File: src/rtl/instr_loader_if.sv
// Byte-stream input and instruction-memory write port of the instruction loader.
// master: image source / memory side (drives bytes, accepts writes).
// slave : the loader (accepts bytes, issues writes).
//   s_byte/s_vld/s_last/s_rdy            : image byte stream, transfer on s_vld & s_rdy
//   o_we/o_wr_data/o_write_pointer_...   : memory write request, held until i_wr_rdy
//   i_wr_rdy                             : memory accepts the write
interface instr_loader_if #(
  parameter int unsigned WR_BYTES     = 4,
  parameter int unsigned LOG_WR_BYTES = 2
);
  logic [7:0]              s_byte;
  logic                    s_vld;
  logic                    s_last;
  logic                    s_rdy;
  logic                    o_we;
  logic [8*WR_BYTES-1:0]   o_wr_data;
  logic [LOG_WR_BYTES-1:0] o_write_pointer_shift_minusone;
  logic                    i_wr_rdy;

  modport master (
    output s_byte, s_vld, s_last, i_wr_rdy,
    input  s_rdy, o_we, o_wr_data, o_write_pointer_shift_minusone
  );

  modport slave (
    input  s_byte, s_vld, s_last, i_wr_rdy,
    output s_rdy, o_we, o_wr_data, o_write_pointer_shift_minusone
  );
endinterface

File: src/rtl/instr_loader.sv
// Instruction loader: checks the 8-byte WebAssembly header of an incoming byte
// stream, then packs body bytes (first byte in lane 0) into instruction-memory
// write words.
//   clk, rst_n    : clock, synchronous active-low reset
//   bus (slave)   : byte stream in, memory write port out
//   o_load_done   : image fully written (sticky)
//   o_hdr_error   : header mismatch or truncated header (sticky)
//   o_body_bytes  : body bytes written to memory, saturating
module instr_loader #(
  parameter int unsigned WR_BYTES     = 4,
  parameter int unsigned LOG_WR_BYTES = 2
) (
  input  logic                clk,
  input  logic                rst_n,
  instr_loader_if.slave       bus,
  output logic                o_load_done,
  output logic                o_hdr_error,
  output logic [15:0]         o_body_bytes
);

  localparam int unsigned DW = 8 * WR_BYTES;
  localparam int unsigned FW = LOG_WR_BYTES + 1;

  typedef enum logic [2:0] {
    ST_HDR, ST_BODY, ST_WRITE, ST_DONE, ST_ERR
  } state_t;

  state_t                  state_q;
  logic [2:0]              hdr_idx_q;
  logic [FW-1:0]           fill_q;
  logic                    last_pending_q;
  logic                    s_rdy_q;
  logic                    we_q;
  logic [DW-1:0]           data_q;
  logic [LOG_WR_BYTES-1:0] shift_q;
  logic                    done_q;
  logic                    err_q;
  logic [15:0]             body_q;
  logic [16:0]             body_sum_c;

  // Expected header: "\0asm" magic followed by version 1.
  function automatic logic [7:0] hdr_byte(input logic [2:0] idx);
    case (idx)
      3'd1:    return 8'h61;
      3'd2:    return 8'h73;
      3'd3:    return 8'h6D;
      3'd4:    return 8'h01;
      default: return 8'h00;
    endcase
  endfunction

  // Body byte count after the current word lands, one extra bit to spot overflow.
  always_comb begin
    body_sum_c = {1'b0, body_q} + 17'(fill_q);
  end

  always_ff @(posedge clk) begin
    if (!rst_n) begin
      state_q        <= ST_HDR;
      hdr_idx_q      <= 3'd0;
      fill_q         <= '0;
      last_pending_q <= 1'b0;
      s_rdy_q        <= 1'b0;
      we_q           <= 1'b0;
      data_q         <= '0;
      shift_q        <= '0;
      done_q         <= 1'b0;
      err_q          <= 1'b0;
      body_q         <= 16'd0;
    end else begin
      case (state_q)
        ST_HDR: begin
          s_rdy_q <= 1'b1;
          if (bus.s_vld && s_rdy_q) begin
            if (bus.s_byte != hdr_byte(hdr_idx_q)) begin
              state_q <= ST_ERR;
              err_q   <= 1'b1;
            end else if (hdr_idx_q == 3'd7) begin
              if (bus.s_last) begin
                // Empty body: nothing to write.
                state_q <= ST_DONE;
                done_q  <= 1'b1;
                s_rdy_q <= 1'b0;
              end else begin
                state_q <= ST_BODY;
              end
            end else if (bus.s_last) begin
              state_q <= ST_ERR;
              err_q   <= 1'b1;
            end else begin
              hdr_idx_q <= hdr_idx_q + 3'd1;
            end
          end
        end

        ST_BODY: begin
          if (bus.s_vld && s_rdy_q) begin
            for (int unsigned l = 0; l < WR_BYTES; l++) begin
              if (fill_q == FW'(l)) data_q[l*8 +: 8] <= bus.s_byte;
            end
            fill_q <= fill_q + FW'(1);
            if (fill_q == FW'(WR_BYTES - 1) || bus.s_last) begin
              state_q        <= ST_WRITE;
              s_rdy_q        <= 1'b0;
              we_q           <= 1'b1;
              // Old fill equals the new byte count minus one.
              shift_q        <= fill_q[LOG_WR_BYTES-1:0];
              last_pending_q <= bus.s_last;
            end
          end
        end

        ST_WRITE: begin
          if (bus.i_wr_rdy) begin
            we_q    <= 1'b0;
            fill_q  <= '0;
            data_q  <= '0;
            shift_q <= '0;
            body_q  <= body_sum_c[16] ? 16'hFFFF : body_sum_c[15:0];
            if (last_pending_q) begin
              state_q <= ST_DONE;
              done_q  <= 1'b1;
            end else begin
              state_q <= ST_BODY;
              s_rdy_q <= 1'b1;
            end
          end
        end

        ST_DONE: begin
          s_rdy_q <= 1'b0;
          we_q    <= 1'b0;
        end

        ST_ERR: begin
          // Keep draining the upstream; bytes are dropped.
          s_rdy_q <= 1'b1;
          we_q    <= 1'b0;
        end

        default: begin
          state_q <= ST_ERR;
          err_q   <= 1'b1;
          we_q    <= 1'b0;
          s_rdy_q <= 1'b1;
        end
      endcase
    end
  end

  assign bus.s_rdy                          = s_rdy_q;
  assign bus.o_we                           = we_q;
  assign bus.o_wr_data                      = data_q;
  assign bus.o_write_pointer_shift_minusone = shift_q;
  assign o_load_done                        = done_q;
  assign o_hdr_error                        = err_q;
  assign o_body_bytes                       = body_q;

endmodule

File: src/flat_wrapper.sv
// flat-port wrapper written by rule: the top's interface ports become plain ports
module instr_loader_flat 
#(
  parameter int unsigned WR_BYTES     = 4,
  parameter int unsigned LOG_WR_BYTES = 2
)
  (clk, rst_n, o_load_done, o_hdr_error, o_body_bytes, bus_s_byte, bus_s_vld, bus_s_last, bus_i_wr_rdy, bus_s_rdy, bus_o_we, bus_o_wr_data, bus_o_write_pointer_shift_minusone);
  instr_loader_if #(.WR_BYTES(WR_BYTES), .LOG_WR_BYTES(LOG_WR_BYTES)) bus_i ();
  input  logic clk;
  input  logic rst_n;
  output logic o_load_done;
  output logic o_hdr_error;
  output logic [15:0] o_body_bytes;
  input wire logic [$bits(bus_i.s_byte)-1:0] bus_s_byte;
  input wire logic [$bits(bus_i.s_vld)-1:0] bus_s_vld;
  input wire logic [$bits(bus_i.s_last)-1:0] bus_s_last;
  input wire logic [$bits(bus_i.i_wr_rdy)-1:0] bus_i_wr_rdy;
  output wire logic [$bits(bus_i.s_rdy)-1:0] bus_s_rdy;
  output wire logic [$bits(bus_i.o_we)-1:0] bus_o_we;
  output wire logic [$bits(bus_i.o_wr_data)-1:0] bus_o_wr_data;
  output wire logic [$bits(bus_i.o_write_pointer_shift_minusone)-1:0] bus_o_write_pointer_shift_minusone;
  assign bus_i.s_byte = bus_s_byte;
  assign bus_i.s_vld = bus_s_vld;
  assign bus_i.s_last = bus_s_last;
  assign bus_i.i_wr_rdy = bus_i_wr_rdy;
  assign bus_s_rdy = bus_i.s_rdy;
  assign bus_o_we = bus_i.o_we;
  assign bus_o_wr_data = bus_i.o_wr_data;
  assign bus_o_write_pointer_shift_minusone = bus_i.o_write_pointer_shift_minusone;
  instr_loader #(.WR_BYTES(WR_BYTES), .LOG_WR_BYTES(LOG_WR_BYTES)) u_core (.clk(clk), .rst_n(rst_n), .bus(bus_i), .o_load_done(o_load_done), .o_hdr_error(o_hdr_error), .o_body_bytes(o_body_bytes));
endmodule
File: config.mk
export PLATFORM = sky130hd
export DESIGN_NAME = instr_loader_flat
export DESIGN_NICKNAME = d
export VERILOG_FILES = /design/src/rtl/instr_loader_if.sv /design/src/rtl/instr_loader.sv /design/src/flat_wrapper.sv
export SDC_FILE = /design/constraint.sdc
export NUM_CORES = 1
export LEC_CHECK = 0
export ABC_AREA = 1
export BUFFER_PORTS_ARGS = -buffer_cell sky130_fd_sc_hd__buf_4
export CAP_MARGIN = 0
export CORE_AREA = 8 8 86 88
export DETAILED_ROUTE_END_ITERATION = 6
export DIE_AREA = 0 0 94 96
export HOLD_SLACK_MARGIN = 0.03
export PLACE_DENSITY = 0.77
export SYNTH_ARGS = -nofsm -noshare
export SYNTH_HDL_FRONTEND = slang
export SYNTH_SLANG_ARGS = --single-unit
File: constraint.sdc
create_clock -name clk -period 2.7 [get_ports clk]
set_input_delay 0.405 -clock clk [delete_from_list [all_inputs] [get_ports clk]]
set_output_delay 0.405 -clock clk [all_outputs]
set_load 0.02 [all_outputs]
==> flow_metrics.env <==
export IMPL_status="finished clean"
export IMPL_grt_pass1_vias=2963
export IMPL_synth_area_top_cells="dfxtp_1 41%, nand2_1 9.5%, a21oi_1 8.7%"
export IMPL_fillerInstances=545
export IMPL_synth_seq_cells=64
export IMPL_clock_fmax_ghz=0.446
export IMPL_drc=0
export IMPL_min_from="bus_s_last"
export IMPL_synthArstFlopShare=0
export IMPL_maxCapViolCount=0
export IMPL_synth_warnings=0
export IMPL_vias=3035
export IMPL_synth_cells=428
export IMPL_fin_util=0.641
export IMPL_antenna_found_initial=0
export IMPL_drt_pass1_iter_count=5
export IMPL_crit_start="u_core.fill_q[0]"
export IMPL_grt_use_total=0.186
export IMPL_yosys_top_cells_count="80 x nand2_1, 64 x dfxtp_1, 55 x a21oi_1, 40 x inv_1, 35 x nor2_1"
export IMPL_antenna_cells=0
export IMPL_cp_endpoint="u_core.o_body_bytes[11]"
export IMPL_core_sq_um=6100
export IMPL_nNetsFinal=523
export IMPL_rows=29
export IMPL_clkSlewWorstSetupHoldPaths_ps=80
export IMPL_netlist_area_sq_um=3160
export IMPL_synth_top_area_frac=0.405
export IMPL_drt_iter0_markers=185
export IMPL_slew_violations=0
export IMPL_place_gp_congestion=0.882
export IMPL_hold_buffers=0
export IMPL_start_util=0.518
export IMPL_worst_slew_margin_rel=0.758
export IMPL_max_vdd_ir_drop_mv=0.493
export IMPL_yosysMostFrequentCell="nand2_1"
export IMPL_wl_per_cell_microns=14.4
export IMPL_finalCritPeriodShare=0.830
export IMPL_via_per_inst=5.26
export IMPL_power_density_nw_per_um2=759
export IMPL_synth_nets=456
export IMPL_cts_max_path_buffers=2
export IMPL_routed_wl_mm=8.29
export IMPL_cts_setup_buffers=0
export IMPL_p_sw_frac=0.380
export IMPL_hold_path_class="in2reg"
export IMPL_r2r_start="u_core.fill_q[0]"
export IMPL_grt_max_degree=36
export IMPL_fin_setup_tns_ps=0
export IMPL_skew_ps=16.3
export IMPL_hold_viol=0
export IMPL_fp_dieW_microns=94
export IMPL_leakage_nw=1.76
export IMPL_cp_required_ps=2970
export IMPL_pin_count=67
export IMPL_dpl_hpwl_mm=6.03
export IMPL_cts_tree="done"
export IMPL_numCtsBuffers=9
export IMPL_p_int_w=0.00184
export IMPL_postSynthAreaPerCell_sq_um=7.38
export IMPL_port_buffers=66
export IMPL_r2r_end="u_core.o_body_bytes[11]"
export IMPL_yosysTopAreaCell="dfxtp_1"
export IMPL_rsz0062_at_grt="false"
export IMPL_final_antenna_net_count=0
export IMPL_grt_overflow=0
export IMPL_finalCriticalPeriod_ps=2240
export IMPL_area_delta_synth_final_pct=23.6
export IMPL_ys_flop_type="dfxtp_1"
export IMPL_worstPathMaxFanout=7
export IMPL_setup_violations=0
export IMPL_synth_enable_flop_cells=0
export IMPL_chipHeight_microns=96
export IMPL_fin_hold_ws_ps=359
export IMPL_cts_repair_resized=0
export IMPL_cts_root_buf="clkbuf_8"
export IMPL_worstSetupEndpointType="register"
export IMPL_p_switching_w=0.00113
export IMPL_combPwrFrac=0.331
export IMPL_p_clk_frac=0.287
export IMPL_pwr_share_seq=0.382
export IMPL_htreeDepth=3
export IMPL_rr_worst_depth=11
export IMPL_clk_latency_ps=340
export IMPL_drive_above_1_share=0.234
export IMPL_crit_type="reg2reg"
export IMPL_r2r_slack_ps=460
export IMPL_ys_seq_area_frac=0.405
export IMPL_synth_cell_types=36
export IMPL_hold_path_depth=3
export IMPL_worstPathArrival_ps=2510
export IMPL_die_area_sq_um=9020
export IMPL_grt_pass1_wl_mm=13.5
export IMPL_worst_pin_slew_ps=360
export IMPL_cts_sinks=64
export IMPL_startpoint_type="register"
## cell type report
cell class / count / area, sq um / area share
sequential: 64 / 1280 / 0.328
multi-input combinational: 300 / 1620 / 0.414
clock buffer: 10 / 138 / 0.0352
inverter: 52 / 195 / 0.0500
tap: 77 / 96.3 / 0.0247
timing repair buffer: 68 / 510 / 0.131
clock inverter: 6 / 66.3 / 0.0170
## metal layers
| metal | vias to the layer above | global-route usage | wire length, microns |
|---|---|---|---|
| met5 | - | 0 | 0 |
| met2 | 89 | 0.317 | 4090 |
| li1 | 1544 | - | - |
| met4 | 0 | 0.0740 | 102 |
| met3 | 11 | 0.0437 | 468 |
| met1 | 1391 | 0.222 | 3640 |
## per-stage QoR
stage	std cells	cell area, sq um	setup WS [ps]	total power (W)
3_5_place_dp	561	3700	472	0.00213
4_1_cts	577	3910	453	0.00298
2_1_floorplan	428	3160	632	0.00184
3_3_place_gp	561	3700	588	0.00211
6_report	577	3910	459	0.00297
5_1_grt	577	3910	314	0.00314
## worst min path at each step
stage,endpoint
floorplan,u_core.last_pending_q
global placement,u_core.o_hdr_error
detailed placement,u_core.o_hdr_error
CTS,u_core.last_pending_q
global route,u_core.bus.o_wr_data[5]
finish,u_core.last_pending_q
## critical path, cell delays in order (launching register included)
cell and delay (ps):
dfxtp_1 450, ha_1 210, inv_1 60, fa_1 400
or2_4 290, nand2_4 70, nand3_4 100, nor2_8 180
nand2_4 80, nor2_4 120, inv_2 70, a31oi_1 150
## cell usage in the layout (no fill, tap or decap), types with 4 or more instances in the layout
master    instances
nand2_1          80
buf_4            68
dfxtp_1          64
a21oi_1          55
inv_1            40
nor2_1           35
nand3_1          30
o21ai_0          29
ha_1             14
inv_2            11
clkbuf_8         10
o21ai_1           8
nand4_1           7
a31oi_1           7
nor2_2            4
nor3_1            4
## power groups by stage
| stage | clock [W] | combinational [W] | sequential, W |
|---|---|---|---|
| after floorplan | 0 | 0.000585 | 0.00125 |
| after global placement | 0 | 0.000959 | 0.00115 |
| after detailed placement | 0 | 0.000977 | 0.00115 |
| after CTS | 0.000866 | 0.000983 | 0.00113 |
| after global routing | 0.000906 | 0.00109 | 0.00115 |
| final | 0.000851 | 0.000981 | 0.00113 |
## cell families after synthesis
group	after synthesis	share of synthesized area
AO/OA/AOI/OAI	102	0.169
XOR/XNOR	3	0.00832
adder cells (fa/ha/maj)	15	0.0618
buffers and inverters	64	0.0827
flip-flops	64	0.405
AND/OR/NAND/NOR	180	0.272
## registers in the layout, indices dropped and copies added (netlist names)
register	cells
u_core.bus.o_wr_data	32
u_core.bus.o_write_pointer_shift_minusone	2
u_core.o_hdr_error	1
u_core.hdr_idx_q	3
u_core.fill_q	3
u_core.o_body_bytes	16
u_core.bus.s_rdy	1
u_core.state_q	3
u_core.o_load_done	1
u_core.last_pending_q	1
u_core.bus.o_we	1
(Power assumes the default switching activity.)
